<file path="src/rtl/iterative_divider_pkg.sv">
// Shared constants for the iterative divider: FSM encoding and fixed result patterns.
package iterative_divider_pkg;

  // FSM state encoding (kept as plain constants for legacy tool flows)
  localparam logic [1:0] DIV_IDLE    = 2'd0;
  localparam logic [1:0] DIV_BUSY    = 2'd1;
  localparam logic [1:0] DIV_FIX     = 2'd2;
  localparam logic [1:0] DIV_SPECIAL = 2'd3;

  // Widest operand the constants below cover; users slice [WIDTH-1:0]
  localparam int DIV_MAX_WIDTH = 64;

  // Quotient returned for a zero divisor: all ones at any width
  localparam logic [DIV_MAX_WIDTH-1:0] DIV_ZERO_QUOT = '1;

endpackage

</file>
<file path="src/rtl/iterative_divider_if.sv">
// Request/response bundle between pipeline control and the iterative divider.
interface iterative_divider_if #(
  parameter int WIDTH = 32
);
  logic             start_division;
  logic             is_signed;
  logic [WIDTH-1:0] dividend;
  logic [WIDTH-1:0] divisor;
  logic [WIDTH-1:0] quotient;
  logic [WIDTH-1:0] remainder;
  logic             busy;
  logic             done;

  // Requester side (pipeline control / testbench)
  modport master (
    output start_division, is_signed, dividend, divisor,
    input  quotient, remainder, busy, done
  );

  // Divider side
  modport slave (
    input  start_division, is_signed, dividend, divisor,
    output quotient, remainder, busy, done
  );
endinterface

</file>
<file path="src/rtl/iterative_divider_division_step.sv">
// One radix-2 restoring iteration: shift in the next dividend bit, trial-subtract
// the divisor magnitude, keep the difference only when it is non-negative.
module iterative_divider_division_step #(
  parameter int WIDTH = 32
) (
  input  logic [WIDTH:0]   i_rem,
  input  logic             i_bit,
  input  logic [WIDTH-1:0] i_dsr,
  output logic [WIDTH:0]   o_rem,
  output logic             o_qbit
);

  // One extra bit beyond the shifted remainder holds the borrow of the trial subtract
  logic [WIDTH+1:0] w_trial;
  logic             w_neg;

  assign w_trial = {i_rem, i_bit} - {2'b00, i_dsr};
  assign w_neg   = w_trial[WIDTH+1];

  // Restore the shifted remainder when the subtraction went negative
  always_comb begin
    o_qbit = ~w_neg;
    o_rem  = w_trial[WIDTH:0];
    if (w_neg) begin
      o_rem = {i_rem[WIDTH-1:0], i_bit};
    end
  end

endmodule

</file>
<file path="src/rtl/iterative_divider.sv">
// Multi-cycle integer divider with RISC-V DIV/DIVU/REM/REMU semantics.
// Magnitudes are divided one bit per clock; signs are re-applied in a final fix-up cycle.
// Divide-by-zero and signed overflow bypass the loop and answer in one cycle.
module iterative_divider
  import iterative_divider_pkg::*;
#(
  parameter int WIDTH       = 32,
  parameter int COUNT_WIDTH = 6
) (
  input  logic         clock,
  input  logic         reset,
  iterative_divider_if.slave div_if
);

  localparam logic [WIDTH-1:0]       W_MIN    = {1'b1, {(WIDTH-1){1'b0}}};
  localparam logic [COUNT_WIDTH-1:0] CNT_LAST = COUNT_WIDTH'(WIDTH - 1);
  localparam logic [COUNT_WIDTH-1:0] CNT_ONE  = COUNT_WIDTH'(1);

  // Absolute value for signed operands, pass-through for unsigned ones
  function automatic logic [WIDTH-1:0] magnitude(input logic signed [WIDTH-1:0] v,
                                                 input logic en);
    return (en && v[WIDTH-1]) ? -v : v;
  endfunction

  // Two's-complement negation applied only when the recorded sign asks for it
  function automatic logic [WIDTH-1:0] apply_sign(input logic [WIDTH-1:0] v,
                                                  input logic en);
    return en ? -v : v;
  endfunction

  // Control state
  logic [1:0]             r_state;
  logic [COUNT_WIDTH-1:0] r_count;
  logic                   r_done;
  logic [WIDTH-1:0]       r_quotient;
  logic [WIDTH-1:0]       r_remainder;

  // Datapath state; r_dvd starts as the dividend magnitude and fills with quotient bits
  logic [WIDTH:0]         r_rem;
  logic [WIDTH-1:0]       r_dvd;
  logic [WIDTH-1:0]       r_dsr;
  logic [WIDTH-1:0]       r_dividend_orig;
  logic                   r_q_neg;
  logic                   r_r_neg;
  logic                   r_div_zero;

  logic signed [WIDTH-1:0] w_dvd_s;
  logic signed [WIDTH-1:0] w_dsr_s;
  logic                    w_dvd_neg;
  logic                    w_dsr_neg;
  logic                    w_div_zero;
  logic                    w_overflow;
  logic                    w_start;
  logic [WIDTH:0]          w_rem_next;
  logic                    w_qbit;

  assign w_dvd_s    = div_if.dividend;
  assign w_dsr_s    = div_if.divisor;
  assign w_dvd_neg  = div_if.is_signed & w_dvd_s[WIDTH-1];
  assign w_dsr_neg  = div_if.is_signed & w_dsr_s[WIDTH-1];
  assign w_div_zero = (div_if.divisor == '0);
  assign w_overflow = div_if.is_signed && (div_if.dividend == W_MIN) && (div_if.divisor == '1);
  assign w_start    = div_if.start_division && (r_state == DIV_IDLE);

  iterative_divider_division_step #(
    .WIDTH (WIDTH)
  ) u_step (
    .i_rem  (r_rem),
    .i_bit  (r_dvd[WIDTH-1]),
    .i_dsr  (r_dsr),
    .o_rem  (w_rem_next),
    .o_qbit (w_qbit)
  );

  assign div_if.busy      = (r_state != DIV_IDLE);
  assign div_if.done      = r_done;
  assign div_if.quotient  = r_quotient;
  assign div_if.remainder = r_remainder;

  // FSM, iteration counter and registered results; reset abandons any in-flight operation
  always_ff @(posedge clock or posedge reset) begin
    if (reset) begin
      r_state     <= DIV_IDLE;
      r_count     <= '0;
      r_done      <= 1'b0;
      r_quotient  <= '0;
      r_remainder <= '0;
    end else begin
      r_done <= 1'b0;
      case (r_state)
        DIV_IDLE: begin
          if (w_start) begin
            r_count <= '0;
            r_state <= (w_div_zero || w_overflow) ? DIV_SPECIAL : DIV_BUSY;
          end
        end
        DIV_BUSY: begin
          r_count <= r_count + CNT_ONE;
          if (r_count == CNT_LAST) begin
            r_state <= DIV_FIX;
          end
        end
        DIV_FIX: begin
          r_quotient  <= apply_sign(r_dvd, r_q_neg);
          r_remainder <= apply_sign(r_rem[WIDTH-1:0], r_r_neg);
          r_done      <= 1'b1;
          r_state     <= DIV_IDLE;
        end
        DIV_SPECIAL: begin
          if (r_div_zero) begin
            r_quotient  <= DIV_ZERO_QUOT[WIDTH-1:0];
            r_remainder <= r_dividend_orig;
          end else begin
            r_quotient  <= W_MIN;
            r_remainder <= '0;
          end
          r_done  <= 1'b1;
          r_state <= DIV_IDLE;
        end
        default: r_state <= DIV_IDLE;
      endcase
    end
  end

  // Operand capture and the shift/subtract loop; contents are don't-care until a start
  always_ff @(posedge clock) begin
    case (r_state)
      DIV_IDLE: begin
        if (w_start) begin
          r_rem           <= '0;
          r_dvd           <= magnitude(w_dvd_s, div_if.is_signed);
          r_dsr           <= magnitude(w_dsr_s, div_if.is_signed);
          r_q_neg         <= w_dvd_neg ^ w_dsr_neg;
          r_r_neg         <= w_dvd_neg;
          r_dividend_orig <= div_if.dividend;
          r_div_zero      <= w_div_zero;
        end
      end
      DIV_BUSY: begin
        r_rem <= w_rem_next;
        r_dvd <= {r_dvd[WIDTH-2:0], w_qbit};
      end
      default: begin
      end
    endcase
  end

endmodule

</file>
<file path="src/flat_wrapper.sv">
// flat-port wrapper written by rule: the top's interface ports become plain ports
module iterative_divider_flat import iterative_divider_pkg::*;
#(
  parameter int WIDTH       = 32,
  parameter int COUNT_WIDTH = 6
)
  (clock, reset, div_if_start_division, div_if_is_signed, div_if_dividend, div_if_divisor, div_if_quotient, div_if_remainder, div_if_busy, div_if_done);
  iterative_divider_if #(.WIDTH(WIDTH)) div_if_i ();
  input  logic clock;
  input  logic reset;
  input wire logic [$bits(div_if_i.start_division)-1:0] div_if_start_division;
  input wire logic [$bits(div_if_i.is_signed)-1:0] div_if_is_signed;
  input wire logic [$bits(div_if_i.dividend)-1:0] div_if_dividend;
  input wire logic [$bits(div_if_i.divisor)-1:0] div_if_divisor;
  output wire logic [$bits(div_if_i.quotient)-1:0] div_if_quotient;
  output wire logic [$bits(div_if_i.remainder)-1:0] div_if_remainder;
  output wire logic [$bits(div_if_i.busy)-1:0] div_if_busy;
  output wire logic [$bits(div_if_i.done)-1:0] div_if_done;
  assign div_if_i.start_division = div_if_start_division;
  assign div_if_i.is_signed = div_if_is_signed;
  assign div_if_i.dividend = div_if_dividend;
  assign div_if_i.divisor = div_if_divisor;
  assign div_if_quotient = div_if_i.quotient;
  assign div_if_remainder = div_if_i.remainder;
  assign div_if_busy = div_if_i.busy;
  assign div_if_done = div_if_i.done;
  iterative_divider #(.WIDTH(WIDTH), .COUNT_WIDTH(COUNT_WIDTH)) u_core (.clock(clock), .reset(reset), .div_if(div_if_i));
endmodule
</file>
<file path="config.mk">
export PLATFORM = sky130hd
export DESIGN_NAME = iterative_divider_flat
export DESIGN_NICKNAME = d
export VERILOG_FILES = /design/src/rtl/iterative_divider_pkg.sv /design/src/rtl/iterative_divider_if.sv /design/src/rtl/iterative_divider_division_step.sv /design/src/rtl/iterative_divider.sv /design/src/flat_wrapper.sv
export SDC_FILE = /design/constraint.sdc
export NUM_CORES = 1
export LEC_CHECK = 0
export CAP_MARGIN = 0
export CORE_MARGIN = 1
export CORE_UTILIZATION = 30
export DETAILED_ROUTE_END_ITERATION = 10
export PLACE_DENSITY = 0.5
export SYNTH_ARGS = -nofsm -noshare
export SYNTH_HDL_FRONTEND = slang
export SYNTH_HIERARCHICAL = 1
export SYNTH_SLANG_ARGS = --single-unit
</file>
<file path="constraint.sdc">
create_clock -name clock -period 3.5 [get_ports clock]
set_input_delay 0.7 -clock clock [delete_from_list [all_inputs] [get_ports clock]]
set_output_delay 0.7 -clock clock [all_outputs]
set_load 0.02 [all_outputs]
</file>
==> impl_metrics.json <==
{
  "netlist.area_leader.share": 0.311,
  "numPortBuffers": 133,
  "synth_area_mm2": 0.0127,
  "synthCells": 1288,
  "synth_ff_type": "edfxtp_1",
  "setup_ws_ns": 0.109,
  "min_from": "u_core/r_dividend_orig[16]$_DFFE_PP_",
  "final_util": 0.381,
  "num_rows": 75,
  "pwr-share-clk": 0.200,
  "path_clk_slew_ns": 0.06,
  "drive_above_1_share": 0.114,
  "cts_sinks": 205,
  "synth_nets": 1395,
  "pwr-share-comb": 0.466,
  "synth-seq-cells": 205,
  "fin_crit_ns": 3.39,
  "hold_buffers": 0,
  "vdd_ir_drop_max_mv": 0.483,
  "async_flop_share": 0.356,
  "clk_latency_ns": 0.56,
  "slew-limit-headroom": 0.321,
  "min_path_type": "flop to flop",
  "worstSetupPathType": "flop to flop",
  "worst_pin_slew_ns": 1.02,
  "synth_most_common_cell": "edfxtp_1",
  "finalPower_mw": 12.9,
  "drtIter0Drc": 849,
  "design.portCount": 134,
  "skew_ns": 0.0246,
  "cellLeakagePower_nw": 6.23,
  "power_density_mw_per_mm2": 809,
  "vias": 10700,
  "dpl_worst_slack_ns": 0.0191,
  "drc": 0,
  "path_max_fanout": 5,
  "grt_pass1_vias": 10700,
  "grt_max_degree": 74,
  "die_x_um": 208,
  "first_pass_iters": 6,
  "antenna_found_initial": 1,
  "cts-root-buf": "clkbuf_16",
  "synth.area.top_cells": "edfxtp_1 31%, dfrtp_1 14%, o21ai_0 5.1%",
  "layout.nets": 1572,
  "p_sw_mw": 4.99,
  "yosys_warnings": 6,
  "whs_ns": 0.482,
  "finalCritPeriodShare": 0.969,
  "finalHoldViolations": 0,
  "drtAntennaViolNets": 0,
  "critPathLaunchType": "flop",
  "ctsLongestPathBuffers": 3,
  "synth_common_cells": "132 x edfxtp_1, 130 x o21ai_0, 99 x nand2_1",
  "setup_tns_ns": 0,
  "drv_slew": 0,
  "cts_made_buffers": 26,
  "diodes": 0,
  "yosysTopAreaCell": "edfxtp_1",
  "synth_edf_count": 132,
  "yosysUniqueCellTypes": 80,
  "grt-ovfl-total": 0,
  "start_util": 0.304,
  "max_freq_mhz": 295,
  "critPathLaunch": "u_core/r_rem[13]$_SDFFCE_PN0P_",
  "grt.total_usage": 0.180,
  "internal_power_mw": 7.94,
  "seqPwrFrac": 0.334,
  "wl_um": 39100,
  "place_congestion": 0.857,
  "cts-htree-levels": 1,
  "cap_violations": 0,
  "dp_hpwl_um": 28700,
  "grt_first_pass_wirelength_um": 61500,
  "crit_required_ns": 3.79,
  "wl_per_cell_um": 19.3,
  "via_per_inst": 5.29,
  "cp-end-kind": "flop",
  "seq_area_frac_synth": 0.454,
  "n_fill_cell": 4170,
  "r2r_cells": 12,
  "core_area_mm2": 0.0419,
  "setup_viol": 0,
  "status": "complete, no violations",
  "synth.avg_cell_area_um2": 9.89,
  "arrival_ns": 3.68,
  "die_h_um": 208,
  "area_growth_pct": 25.5,
  "grt_setup_unrepaired": "false",
  "dieArea_mm2": 0.0433,
  "switching_share": 0.386,
  "min_path_cells": 2,
  "cts_tree": "yes",
  "r2r-start": "u_core/r_rem[13]$_SDFFCE_PN0P_"
}
==> flip-flops by register name (all words and copies together) (netlist names) <==
name / flops
u_core/div_if.done: 1
u_core/div_if.quotient: 32
u_core/div_if.remainder: 32
u_core/r_count: 6
u_core/r_div_zero: 1
u_core/r_dividend_orig: 32
u_core/r_dsr: 32
u_core/r_dvd: 32
u_core/r_q_neg: 1
u_core/r_r_neg: 1
u_core/r_rem: 33
u_core/r_state: 2
==> timing repair <==
item / CTS / global route
endpoints found under the hold margin: 0 / 0
endpoints found under the setup margin: 1 / 32
pin swaps: 0 / 1
buffers inserted: 0 / 2
resized for setup: 1 / 7
==> worst max-delay path, cell delays in order (launching register included) <==
cell	delay, ns
edfxtp_1	0.41
ha_1	0.32
nand4_1	0.17
or3b_4	0.44
a211oi_4	0.27
o31ai_2	0.12
and3_4	0.22
o31a_4	0.30
xor2_4	0.18
buf_4	0.16
a2111oi_4	0.28
xor2_1	0.09
and3_1	0.18
==> power by group through the flow <==
stage | sequential (mW) | combinational [mW] | clock [mW]
after floorplan | 4.49 | 3.51 | 0
after global placement | 4.37 | 5.86 | 0
after detailed placement | 4.36 | 5.94 | 0
after CTS | 4.33 | 5.98 | 2.66
after global routing | 4.42 | 6.65 | 2.76
final | 4.33 | 6.02 | 2.59
==> final timing paths <==
path / slack, ns / endpoint
min in group asynchronous: 0.53 / u_core/div_if.quotient[29]$_DFFE_PP0P_
max in group asynchronous: 2.57 / u_core/div_if.remainder[26]$_DFFE_PP0P_
worst max-delay path: 0.11 / u_core/r_rem[32]$_SDFFCE_PN0P_
worst min register to register: 0.48 / u_core/div_if.remainder[16]$_DFFE_PP0P_
worst max register to register: 0.11 / u_core/r_rem[32]$_SDFFCE_PN0P_
worst min-delay path: 0.48 / u_core/div_if.remainder[16]$_DFFE_PP0P_
==> layer usage <==
metal	part of all wire	routed length [um]	vias to the layer above	global-route usage
li1	-	-	5159	-
met1	0.47	18600	5277	0.250
met2	0.46	17900	215	0.287
met3	0.041	1600	53	0.0238
met4	0.028	1100	2	0.0608
met5	0.00018	7	-	0
==> cell type report <==
cell class | instances | area, um2 | area share
Clock buffer | 38 | 726 | 0.0454
Clock inverter | 10 | 93.8 | 0.00587
Inverter | 62 | 234 | 0.0146
Multi-Input combinational cell | 953 | 6470 | 0.405
Sequential cell | 205 | 5790 | 0.362
Tap cell | 539 | 674 | 0.0422
Timing Repair Buffer | 217 | 2000 | 0.125
==> cell usage in the layout, fill, tap and decap left out, types with 38 or more instances in the layout <==
cell type,instances
a21oi_1,61
and3_1,38
nand2_1,98
buf_4,81
inv_1,57
xor2_1,55
nor2_1,68
o21ai_0,130
edfxtp_1,132
dfrtp_1,73
clkdlybuf4s50_1,133
xnor2_1,70
==> stage by stage <==
stage / instances / cell area (um2)
after floorplan: 1288 / 12700
after global placement: 1974 / 15100
after detailed placement: 1974 / 15100
after CTS: 2022 / 15900
after global routing: 2024 / 16000
final: 2024 / 16000
==> cells by family (layout without fill, tap and decap cells) <==
logic type | Yosys count | after routing | share of synthesized area
and+or+nand+nor | 395 | 395 | 0.163
AOI/OAI and AO/OA | 364 | 364 | 0.190
adders and majority gates | 39 | 39 | 0.0389
muxes | 29 | 29 | 0.0239
DFF | 205 | 205 | 0.454
buffers and inverters | 130 | 327 | 0.0415
xor gates and xnor gates | 126 | 126 | 0.0881
(Power assumes the default switching activity.)
==> RTL change (config.mk and constraints unchanged) <==
`COUNT_WIDTH` is set to 6 in 2 places; all go to 4.
--- a/src/rtl/iterative_divider.sv
+++ b/src/rtl/iterative_divider.sv
@@ -5,7 +5,7 @@
   import iterative_divider_pkg::*;
 #(
   parameter int WIDTH       = 32,
-  parameter int COUNT_WIDTH = 6
+  parameter int COUNT_WIDTH = 4
 ) (
   input  logic         clock,
   input  logic         reset,
--- a/src/flat_wrapper.sv
+++ b/src/flat_wrapper.sv
@@ -2,7 +2,7 @@
 module iterative_divider_flat import iterative_divider_pkg::*;
 #(
   parameter int WIDTH       = 32,
-  parameter int COUNT_WIDTH = 6
+  parameter int COUNT_WIDTH = 4
 )
   (clock, reset, div_if_start_division, div_if_is_signed, div_if_dividend, div_if_divisor, div_if_quotient, div_if_remainder, div_if_busy, div_if_done);
   iterative_divider_if #(.WIDTH(WIDTH)) div_if_i ();
Check against the original RTL: same outputs for any inputs over 4 cycles, from zero or initial values and one cycle with reset high; that may be too few to reach the edited logic, so the function may still have changed.
==> RTL change against the original RTL <==
  * Setup slack better by 0.032 ns
  * First-iteration DRC count is 16% lower
  * Via count is 2.0% lower
  * Total power is 22% higher
  * Clock power is 20% higher
  * Final area is 0.86% higher
  * Sequential share of layout area is 0.62 points lower
  * Non-clock buffer count is 1 lower
  * Synthesized area is 0.77% lower
  * Synthesized cell count hardly changed
  * Fmax is 0.96% higher
  * Global-route usage is 0.77 points lower
  * Wire length is 3.3% lower
  * Sequential cell count is 2 lower
  * Highest routed layer is now met4
==> RTL change: results (changes against the original RTL) <==
Run status
  • Status: completed

Synth
  • Xor/xnor share of the synthesized area: 9.151% (+0.34 points)
  • Post-Synthesis Net Count: 1394 (-0.072%)
  • Post-synthesis mux area share: 2.137% (-0.25 points)
  • Yosys cell types: 76 (-5.0%)
  • Post-synthesis compound-gate area fraction: 19.38% (+0.33 points)
  • Synth top cells by count: edfxtp_1, nand2_1, o21ai_0
  • Sequential area share after synthesis: 45.39% (about the same)
  • FFs w/ async S/R, synth: 34.98% (-0.63 points)

STA
  • Tcrit/Tclk final: 95.96% (-0.93 points)
  • Fin Clk Skew: 0.01797 ns (-0.006668 ns)
  • Slew HR: 14.62% (-17 points)

Global route
  • Aggregate global-route resource usage: 17.21% (-0.77 points)
  • Largest net degree at the start of global routing: 60 (-19%)
  • Initial antenna violation count: 0 (-1)

Layout
  • Fillcell total: 4032 (-3.3%)
  • Share of post-route cells with drive strength above 1: 12.58% (+1.2 points)
  • Final net count: 1566 (-0.38%)

Setup path
  • Worst Path Arrival: 3.65 ns (-0.03 ns)
  • Reg-to-reg slack, setup: 0.14 ns (+0.03 ns)

Placed design
  • DP HPWL: 27610 um (-3.9%)
  • DP Worst Slack: 0.03479 ns (+0.01568 ns)

Drt
  • Detailed-route via count: 10490 (-2.0%)
  • Final WL: 37810 um (-3.3%)
  • Drt initial violations: 717 (-16%)

Clocking
  • Num CTS Buffers: 25 (-3.8%)

Power
  • Worst IR Drop VDD: 467.7 uV (-3.2%)
==> RTL change: cells by family after synthesis <==
family,Yosys count
DFF,203
AOI/OAI and AO/OA,366
muxes,26
buffers and inverters,140
adders and majority gates,39
and+or+nand+nor,383
xor gates and xnor gates,130
==> RTL change: worst paths after layout <==
kind / startpoint / end
max in group asynchronous: reset / u_core/div_if.remainder[2]$_DFFE_PP0P_
worst min-delay path: u_core/r_dividend_orig[12]$_DFFE_PP_ / u_core/div_if.remainder[12]$_DFFE_PP0P_
worst min register to register: u_core/r_dividend_orig[12]$_DFFE_PP_ / u_core/div_if.remainder[12]$_DFFE_PP0P_
worst max register to register: u_core/r_rem[8]$_SDFFCE_PN0P_ / u_core/r_rem[32]$_SDFFCE_PN0P_
min in group asynchronous: reset / u_core/div_if.quotient[26]$_DFFE_PP0P_
worst max-delay path: u_core/r_rem[8]$_SDFFCE_PN0P_ / u_core/r_rem[32]$_SDFFCE_PN0P_
==> RTL change: cell type report <==
class	count	share of cell area (%)
multi-input cells	944	39.97
flip-flops and latches	203	35.59
repair buffers	216	12.49
well taps	532	4.127
clock buffers	26	3.964
clock inverters	20	2.227
inverters	69	1.629
==> RTL change: repair_timing <==
action | in CTS | in global routing
setup endpoints to repair | 0 | 31
buffers inserted | 0 | 3
gates resized for setup | 0 | 11
==> RTL change: layer usage <==
metal / wire [um] / track usage (%) / vias up
met5: 0 / 0 / -
li1: - / - / 5103
met2: 17440 / 28.11 / 248
met3: 1632 / 1.967 / 43
met1: 17820 / 23.98 / 5095
met4: 924 / 4.812 / 0
==> RTL change: where the power goes <==
| group | switching [uW] | internal (uW) | leakage, uW |
|---|---|---|---|
| clock | 1110 | 2010 | 0.000481 |
| combinational | 4360 | 3600 | 0.00363 |
| sequential | 850 | 3880 | 0.00217 |
| total | 6320 | 9480 | 0.00628 |
==> RTL change: per-stage QoR <==
step	cell area [sq um]	hold slack, ns	utilization (%)	cells
detailed placement	14980	0.4630	36.36	1959
finish	16130	0.4728	39.14	2010
floorplan	12650	0.4455	-	1287
CTS	15980	0.4797	38.79	2005
global placement	14980	0.4609	36.36	1959
global route	16130	0.4989	39.14	2010
==> RTL change: worst register-to-register path, stage by stage (launching register included) <==
cell	delay (ns)
edfxtp_1	0.43
ha_4	0.31
and3_1	0.17
or3b_1	0.40
a211oi_4	0.23
o31ai_1	0.15
and3_4	0.22
o31a_4	0.30
xor2_4	0.15
buf_4	0.18
a2111oi_4	0.29
xor2_1	0.10
and3_1	0.18
